===== src/rtl/seg2hex_capture.sv =====
// seg2hex_capture
// Snoops a multiplexed, active-low 7-segment display bus and rebuilds the
// displayed hex word for the debug/readback path. Inputs are synchronized
// through two flops and a pattern is committed to its digit only after
// STABLE identical samples have been seen.
//
// Optional build macro: SEG2HEX_DP_EN
//   When defined, seg is 8 bits wide (bit7 = decimal point, active-low),
//   the point takes part in the stability compare, and a dp output reports
//   the lit point of each committed digit.
//
// Ports:
//   clk     in   system clock, rising edge
//   clrn    in   asynchronous active-low reset
//   seg     in   segments, active-low, bit0=a .. bit6=g (bit7=dp when enabled)
//   an      in   digit enables, active-low, one-hot-low when valid
//   ack     in   clears dvalid, bad and frame on the next edge
//   hex     out  decoded nibbles, digit i at hex[4i+3:4i]
//   dvalid  out  digit committed since last ack/reset
//   blank   out  last commit of digit was an all-off pattern
//   bad     out  sticky: an illegal glyph was committed
//   frame   out  registered AND of dvalid
//   dp      out  (SEG2HEX_DP_EN only) decimal point of last commit
//
// State | Meaning
// IDLE  | no single digit selected, counter cleared
// TRACK | candidate latched, counting identical samples
// HOLD  | candidate committed, waiting for the bus to change
module seg2hex_capture #(
    parameter int DIGITS = 8,
    parameter int STABLE = 4
) (
    input  logic                  clk,
    input  logic                  clrn,
`ifdef SEG2HEX_DP_EN
    input  logic [7:0]            seg,
`else
    input  logic [6:0]            seg,
`endif
    input  logic [DIGITS-1:0]     an,
    input  logic                  ack,
    output logic [4*DIGITS-1:0]   hex,
    output logic [DIGITS-1:0]     dvalid,
    output logic [DIGITS-1:0]     blank,
`ifdef SEG2HEX_DP_EN
    output logic [DIGITS-1:0]     dp,
`endif
    output logic                  bad,
    output logic                  frame
);

`ifdef SEG2HEX_DP_EN
    localparam int SEG_W = 8;
`else
    localparam int SEG_W = 7;
`endif

    localparam logic [1:0] ST_IDLE  = 2'd0;
    localparam logic [1:0] ST_TRACK = 2'd1;
    localparam logic [1:0] ST_HOLD  = 2'd2;

    logic [SEG_W-1:0]    r_seg_m, r_seg_s, r_cand_seg;
    logic [DIGITS-1:0]   r_an_m, r_an_s, r_cand_an;
    logic [1:0]          r_state;
    logic [3:0]          r_cnt;
    logic [4*DIGITS-1:0] r_hex;
    logic [DIGITS-1:0]   r_dvalid, r_blank;
    logic                r_bad, r_frame;

    logic [DIGITS-1:0]   w_an_act;
    logic                w_sel, w_match, w_commit;
    logic [3:0]          w_cnt_inc;
    logic [3:0]          w_nib;
    logic                w_legal, w_blank;

    // Two-flop synchronizers; idle bus (all off) is all ones.
    always_ff @(posedge clk or negedge clrn) begin
        if (!clrn) begin
            r_seg_m <= '1;
            r_seg_s <= '1;
            r_an_m  <= '1;
            r_an_s  <= '1;
        end else begin
            r_seg_m <= seg;
            r_seg_s <= r_seg_m;
            r_an_m  <= an;
            r_an_s  <= r_an_m;
        end
    end

    // Exactly one enable low: x != 0 and x has a single set bit.
    assign w_an_act  = ~r_an_s;
    assign w_sel     = (w_an_act != '0) && ((w_an_act & (w_an_act - DIGITS'(1))) == '0);
    assign w_match   = (r_seg_s == r_cand_seg) && (r_an_s == r_cand_an);
    assign w_cnt_inc = r_cnt + 4'd1;
    assign w_commit  = (r_state == ST_TRACK) && w_sel && w_match && (w_cnt_inc == 4'(STABLE));

    always_ff @(posedge clk or negedge clrn) begin
        if (!clrn) begin
            r_state    <= ST_IDLE;
            r_cnt      <= 4'd0;
            r_cand_seg <= '1;
            r_cand_an  <= '1;
        end else if (!w_sel) begin
            r_state <= ST_IDLE;
            r_cnt   <= 4'd0;
        end else if (r_state == ST_IDLE || !w_match) begin
            r_state    <= ST_TRACK;
            r_cnt      <= 4'd1;
            r_cand_seg <= r_seg_s;
            r_cand_an  <= r_an_s;
        end else if (r_state == ST_TRACK) begin
            r_cnt <= w_cnt_inc;
            if (w_commit)
                r_state <= ST_HOLD;
        end
    end

    // Glyph decode of the committed candidate (decimal point ignored).
    always_comb begin
        w_nib   = 4'h0;
        w_legal = 1'b1;
        w_blank = 1'b0;
        case (r_cand_seg[6:0])
            7'b1000000: w_nib = 4'h0;
            7'b1111001: w_nib = 4'h1;
            7'b0100100: w_nib = 4'h2;
            7'b0110000: w_nib = 4'h3;
            7'b0011001: w_nib = 4'h4;
            7'b0010010: w_nib = 4'h5;
            7'b0000010: w_nib = 4'h6;
            7'b1111000: w_nib = 4'h7;
            7'b0000000: w_nib = 4'h8;
            7'b0010000: w_nib = 4'h9;
            7'b0001000: w_nib = 4'hA;
            7'b0000011: w_nib = 4'hB;
            7'b1000110: w_nib = 4'hC;
            7'b0100001: w_nib = 4'hD;
            7'b0000110: w_nib = 4'hE;
            7'b0001110: w_nib = 4'hF;
            7'b1111111: begin
                w_legal = 1'b0;
                w_blank = 1'b1;
            end
            default:    w_legal = 1'b0;
        endcase
    end

    // ack clears first; a coincident commit then re-sets its own bits.
    always_ff @(posedge clk or negedge clrn) begin
        if (!clrn) begin
            r_hex    <= '0;
            r_dvalid <= '0;
            r_blank  <= '0;
            r_bad    <= 1'b0;
            r_frame  <= 1'b0;
        end else begin
            r_frame <= ack ? 1'b0 : &r_dvalid;
            if (ack) begin
                r_dvalid <= '0;
                r_bad    <= 1'b0;
            end
            if (w_commit) begin
                for (int i = 0; i < DIGITS; i++) begin
                    if (!r_cand_an[i]) begin
                        r_dvalid[i] <= 1'b1;
                        if (w_legal) begin
                            r_hex[4*i +: 4] <= w_nib;
                            r_blank[i]      <= 1'b0;
                        end else if (w_blank) begin
                            r_hex[4*i +: 4] <= 4'h0;
                            r_blank[i]      <= 1'b1;
                        end
                    end
                end
                if (!w_legal && !w_blank)
                    r_bad <= 1'b1;
            end
        end
    end

`ifdef SEG2HEX_DP_EN
    logic [DIGITS-1:0] r_dp;

    always_ff @(posedge clk or negedge clrn) begin
        if (!clrn) begin
            r_dp <= '0;
        end else if (w_commit) begin
            for (int i = 0; i < DIGITS; i++)
                if (!r_cand_an[i])
                    r_dp[i] <= ~r_cand_seg[7];
        end
    end

    assign dp = r_dp;
`endif

    assign hex    = r_hex;
    assign dvalid = r_dvalid;
    assign blank  = r_blank;
    assign bad    = r_bad;
    assign frame  = r_frame;

endmodule


===== config.mk =====
export PLATFORM = sky130hd
export DESIGN_NAME = seg2hex_capture
export DESIGN_NICKNAME = d
export VERILOG_FILES = /design/src/rtl/seg2hex_capture.sv
export SDC_FILE = /design/constraint.sdc
export NUM_CORES = 1
export LEC_CHECK = 0
export CORE_ASPECT_RATIO = 0.6
export CORE_MARGIN = 3
export CORE_UTILIZATION = 55
export DETAILED_ROUTE_END_ITERATION = 16
export GPL_ROUTABILITY_DRIVEN = 0
export PLACE_DENSITY_LB_ADDON = 0.12
export SETUP_SLACK_MARGIN = 0.05
export SYNTH_ARGS = -nofsm -noshare
export SYNTH_HDL_FRONTEND = slang
export SYNTH_SLANG_ARGS = --single-unit

===== constraint.sdc =====
create_clock -name clk -period 5.7 [get_ports clk]
set_clock_uncertainty 0.1 [all_clocks]
set_input_delay 0.855 -clock clk [delete_from_list [all_inputs] [get_ports clk]]
set_output_delay 0.855 -clock clk [all_outputs]
set_load 0.005 [all_outputs]

# [Word-level counts from Yosys, hierarchy flattened]
# Cells that the tools add are included.
[classes] n_addsub=2 eq_ne=22 n_mux=28 bitwise=10 reduce_logical=27
[ops] op="$pmux W4 S15" count=1
[ops] op="$eq A7 B7 Y1 const B" count=5
[ops] op="$reduce_and A3 Y1" count=8
[ops] op="$eq A7 B5 Y1 const B" count=3
[ops] op="$eq A7 B6 Y1 const B" count=3
[ops] op="$mux W4" count=5
[ops] op="$mux W1" count=16
[ops] op="$mux W8" count=2
[ops] op="$reduce_or A16 Y1" count=1
[ops] op="$eq A7 B2 Y1 const B" count=2
[ops] op="$eq A7 B4 Y1 const B" count=2
[ops] op="$and A8 B8 Y8" count=1
[ops] op="$eq A8 B8 Y1" count=1
[ops] op="$logic_not A8 Y1" count=1
[ops] op="$mux W2" count=4
[ops] op="$not A1 Y1" count=8
[ops] op="$not A8 Y8" count=1
[ops] op="$reduce_and A8 Y1" count=1
[ops] op="$reduce_bool A8 Y1" count=1
[ops] op="$sub A8 B1 Y8 const B" count=1
[ops] op="$eq A7 B3 Y1 const B" count=1
[ops] op="$eq A7 B7 Y1" count=1
[ops] op="$logic_not A7 Y1" count=1
[ops] op="$logic_and A1 B1 Y1" count=6
[ops] op="9 further kinds" count=13
[word_totals] regBits=101 input_bits=18 elab_cells=116

# [Longest topological paths before layout]
[depth] word_depth=12 depth_mapped=8 depth_no_buf=6

# [Worst setup path after synthesis]
# OpenSTA, ideal clock, no wires.
[synth_path] kind="flip-flop to flip-flop" from="register r_cand_seg[0]" to="register r_hex[13] (netlist: hex[13])" setup_ps=82 arrival_time_ps=2143 t_required_ps=5518 slack_ps=3375 path_stages_with_launch=8 synth_period_minus_slack_ps=2325 cell_sequence="dfstp_2 > buf_2 > buf_2 > a21oi_2 > o311a_4 > buf_12 > a2111oi_4 > mux2i_1"
[synth_via] elab_chain_len=5 elab_cells_between_ends=28 classes_between="eq/ne (17); mux (4); reduce/logical (7)"
[synth_lines] item="start: declaration" line="62" source="logic [SEG_W-1:0] r_seg_m, r_seg_s, r_cand_seg;"
[synth_lines] item="start signal: assignment" line="110" source="r_cand_seg <= r_seg_s;"
[synth_lines] item="$eq A7 B4 Y1 (tied with other cells)" line="124" source="case (r_cand_seg[6:0])"
[synth_lines] item="$reduce_or A16 Y1 (no source line) / $logic_and A1 B1 Y1 (equally long branches)"
[synth_lines] item="$mux W1 / $logic_and A1 B1 Y1 (equally long branches)" line="124, 96"
[synth_lines] item="$reduce_bool A2 Y1 (no source line) / $logic_and A1 B1 Y1 (equally long branches)"
[synth_lines] item="$reduce_and A3 Y1 (no source line)"
[synth_lines] item="end signal: indexed assignment" line="168" source="r_hex[4*i +: 4] <= w_nib;"
[synth_lines] item="end: declaration" line="66" source="logic [4*DIGITS-1:0] r_hex;"
# Several ways; a longest one is shown, not always the timed one.
# A chain may end at the register's enable or synchronous reset.

# [Worst setup path in the final report]
[layout_path] from="register r_cand_seg[6]" to="register r_cand_seg[0]"
[layout_via] elab_chain_len=5
[layout_lines] item="$eq A7 B7 Y1" line="94" source="assign w_match = (r_seg_s == r_cand_seg) && (r_an_s == r_cand_an);"
[layout_lines] item="$logic_and A1 B1 Y1" line="94"
[layout_lines] item="$logic_not A1 Y1" line="107" source="end else if (r_state == ST_IDLE || !w_match) begin"
[layout_lines] item="$logic_or A1 B1 Y1" line="107"
[layout_lines] item="$reduce_and A2 Y1 (no source line)"
# Every way passes these cells.

==> results.md <==
* Status: complete, no violations
* Placed insts at 526
* Layout cells sized above 1 at 0.253
* CTS tree: yes
* Sequential area share after synthesis at 0.547
* Tcrit/Tclk final at 0.516
* Max transition margin at 0.396
* ANT cells at 0
* Adder-cell share of the synthesized area at 0.00477
* Share of the synthesized area in the top cell type at 0.297
* Setup CP Type: reg2reg
* Combinational share of power at 0.169
* Post-synthesis xor/xnor area fraction at 0.0352
* Switching share of power at 0.298
* Maximum fanout along the worst path at 21
* Min cycle time layout at 2.94 ns
* Flops & latches, synth at 101
* Proportion of synthesized area in mux cells at 0.106
* Post-synth EDFFs at 0
* Clock buffer depth at 2
* Inserted Clock Buffers at 9
* Reg power frac at 0.484
* Hold Crit Depth at 0
* Hpwl dp at 6.81 mm
* Post-Syn Area at 4730 um2
* Die Wd at 126 um
* Root Driver: clkbuf_16
* Gr usage total at 0.218
* Startpoint types: flop
* Required @ worst endpoint at 5.88 ns
* Max-cap violation count at 0
* Synth-to-Final Area Change at 21.8%
* # fillers at 570
* Cells after synthesis at 366
* DR iter-0 viols at 307
* Largest net degree at the start of global routing at 59
* Hold_buf cts at 0
* Final Hold Viols at 0
* Power per cell area at 325 nW/um2
* Synth Net Count at 385
* Sw Pwr at 0.558 mW
* Min-Delay Path Class: reg2reg
* Initial antenna violation count at 0
* Effective utilization at floorplan at 0.583
* Wire length per cell at 18.3 um
* Drt pass-1 iters at 4
* I/O Pins at 68
* RSZ-0062 raised after global routing: false
* Die area at 9780 um2
* Number of global-route vias before repair at 3,257
* Synth area leader: dfrtp_1
* Final setup margin at 2.76 ns
* Place WS at 2.80 ns
* First-pass GRT wire length at 16.7 mm
* Clock Latency Late Sink at 0.35 ns
* Avg Synthesized Cell Area at 12.9 um2
* Largest family of logic cells by synthesized area: compound AO/OA/AOI/OAI gates
* Synth area leaders: dfrtp_1, dfstp_2, mux2i_1
* Rows at 25
* Vias/cell at 5.66
* Worst r2r path cells at 6
* WP data arrival at 3.11 ns
* Top cells by count, synth: dfrtp_1, dfstp_2, inv_1
* Pint at 1.32 mW
* DRT antenna net count at 0
* Aggregate global routing overflow at 0
* Routed wire length at 9.93 mm
* Die height at 77.8 um
* Clk network pwr share at 0.347
* Final core utilization at 0.711
* Total vias in the final route at 3,067
* Post-cts resize count at 0
* Hold Slack at 0.253 ns
* Post-CTS setup buffers at 0
* Core region area at 8100 um2
* Final setup fails at 0
* DRC at 0
* Port bufs at 67
* Cell with the most instances after synthesis: dfrtp_1
* Htree depth at 3
* Synthesis warning total at 0
* Fmax achieved at 340 MHz
* Fin. max-slew vios at 0
* Dominant synthesized flop cell: dfrtp_1
* Slew @ Worst Pin at 0.906 ns
* Async SR Flop Fraction at 1.00
* Worst-path clk slew at 0.07 ns
* CTS sink cnt at 101
* Final nets at 448
* Setup TNS at 0 ns
* Worst Setup End Kind: flop
* Static leakage at 2.23 nW
* Peak supply drop at 0.203 mV
* Layout Cells excl Fill at 542
* Synth Area in Compound Gates at 0.138
* Unique masters post-synth at 59
* Post-synthesis simple-gate area fraction at 0.106
-- layer usage --
| layer | GRT usage | vias to the layer above | wire [um] |
|---|---|---|---|
| li1 | - | 1425 | - |
| met1 | 0.303 | 1554 | 4730 |
| met2 | 0.332 | 75 | 4580 |
| met3 | 0.0557 | 13 | 460 |
| met4 | 0.0779 | 0 | 162 |
| met5 | 0 | - | 0 |
-- cells in the final DEF (no fill, tap or decap), drive strengths merged, types with 6 or more instances in the layout --
master / netlist / layout
o22ai: 8 / 8
clkdlybuf4s50: 0 / 66
o21ai: 7 / 7
clkbuf: 3 / 14
a2bb2oi: 6 / 6
mux2i: 33 / 33
nand2: 6 / 6
xor2: 18 / 18
nor3: 9 / 9
a21oi: 11 / 11
nor4: 9 / 9
a2111oi: 10 / 10
or3: 15 / 15
mux2: 15 / 15
inv: 44 / 46
dfrtp: 56 / 56
dfstp: 45 / 45
nor2: 9 / 9
nand4: 6 / 6
-- cells by family (layout without fill, tap and decap cells) --
logic type / after synthesis / after routing
buffers and inverters: 63 / 131
DFF: 101 / 101
xor gates and xnor gates: 19 / 19
adders and majority gates: 2 / 2
AOI/OAI and AO/OA: 59 / 59
and+or+nand+nor: 74 / 74
muxes: 48 / 48
-- state kept, by name, indices dropped and copies added, names as in the netlist, 8 cells and up --
name and count:
r_cand_an 8, r_an_m 8, r_an_s 8, dvalid 8, hex 32, blank 8
-- area by class of cell --
cell class / count / area, um2 / share of cell area
Inverter: 44 / 165 / 0.0287
Multi-Input combinational cell: 202 / 1840 / 0.320
Tap cell: 108 / 135 / 0.0235
Timing Repair Buffer: 71 / 698 / 0.121
Clock buffer: 14 / 318 / 0.0552
Clock inverter: 2 / 15.0 / 0.00261
Sequential cell: 101 / 2580 / 0.449
-- worst max-delay path, stage by stage (launching register included) --
cell and delay, ns:
dfstp_2 0.75, xor2_1 0.12, nor4_1 0.35, nand4_2 0.13
buf_4 0.26, o21bai_2 0.73, mux2_2 0.42
-- worst paths after layout --
| kind | start | to | slack (ns) |
|---|---|---|---|
| worst max register to register | r_cand_seg[6] | r_cand_seg[0] | 2.76 |
| worst max-delay path | r_cand_seg[6] | r_cand_seg[0] | 2.76 |
| max in group asynchronous | clrn | hex[23] | 3.99 |
| worst min-delay path | r_seg_m[4] | r_seg_s[4] | 0.25 |
| min in group asynchronous | clrn | hex[3] | 0.39 |
| worst min register to register | r_seg_m[4] | r_seg_s[4] | 0.25 |
-- power groups by stage --
stage                     Combinational, mW  Sequential [mW]  Clock, mW
after CTS                             0.315            0.903      0.666
final                                 0.317            0.908      0.650
after detailed placement              0.312            0.914          0
after floorplan                       0.309            0.840          0
after global placement                0.301            0.908          0
after global routing                  0.342            0.918      0.700
-- per-stage QoR --
| step | power (mW) | cell area (um2) |
|---|---|---|
| 6_report | 1.87 | 5760 |
| 2_1_floorplan | 1.15 | 4730 |
| 3_3_place_gp | 1.21 | 5430 |
| 4_1_cts | 1.88 | 5760 |
| 5_1_grt | 1.96 | 5760 |
| 3_5_place_dp | 1.23 | 5430 |
(Power assumes the default switching activity.)
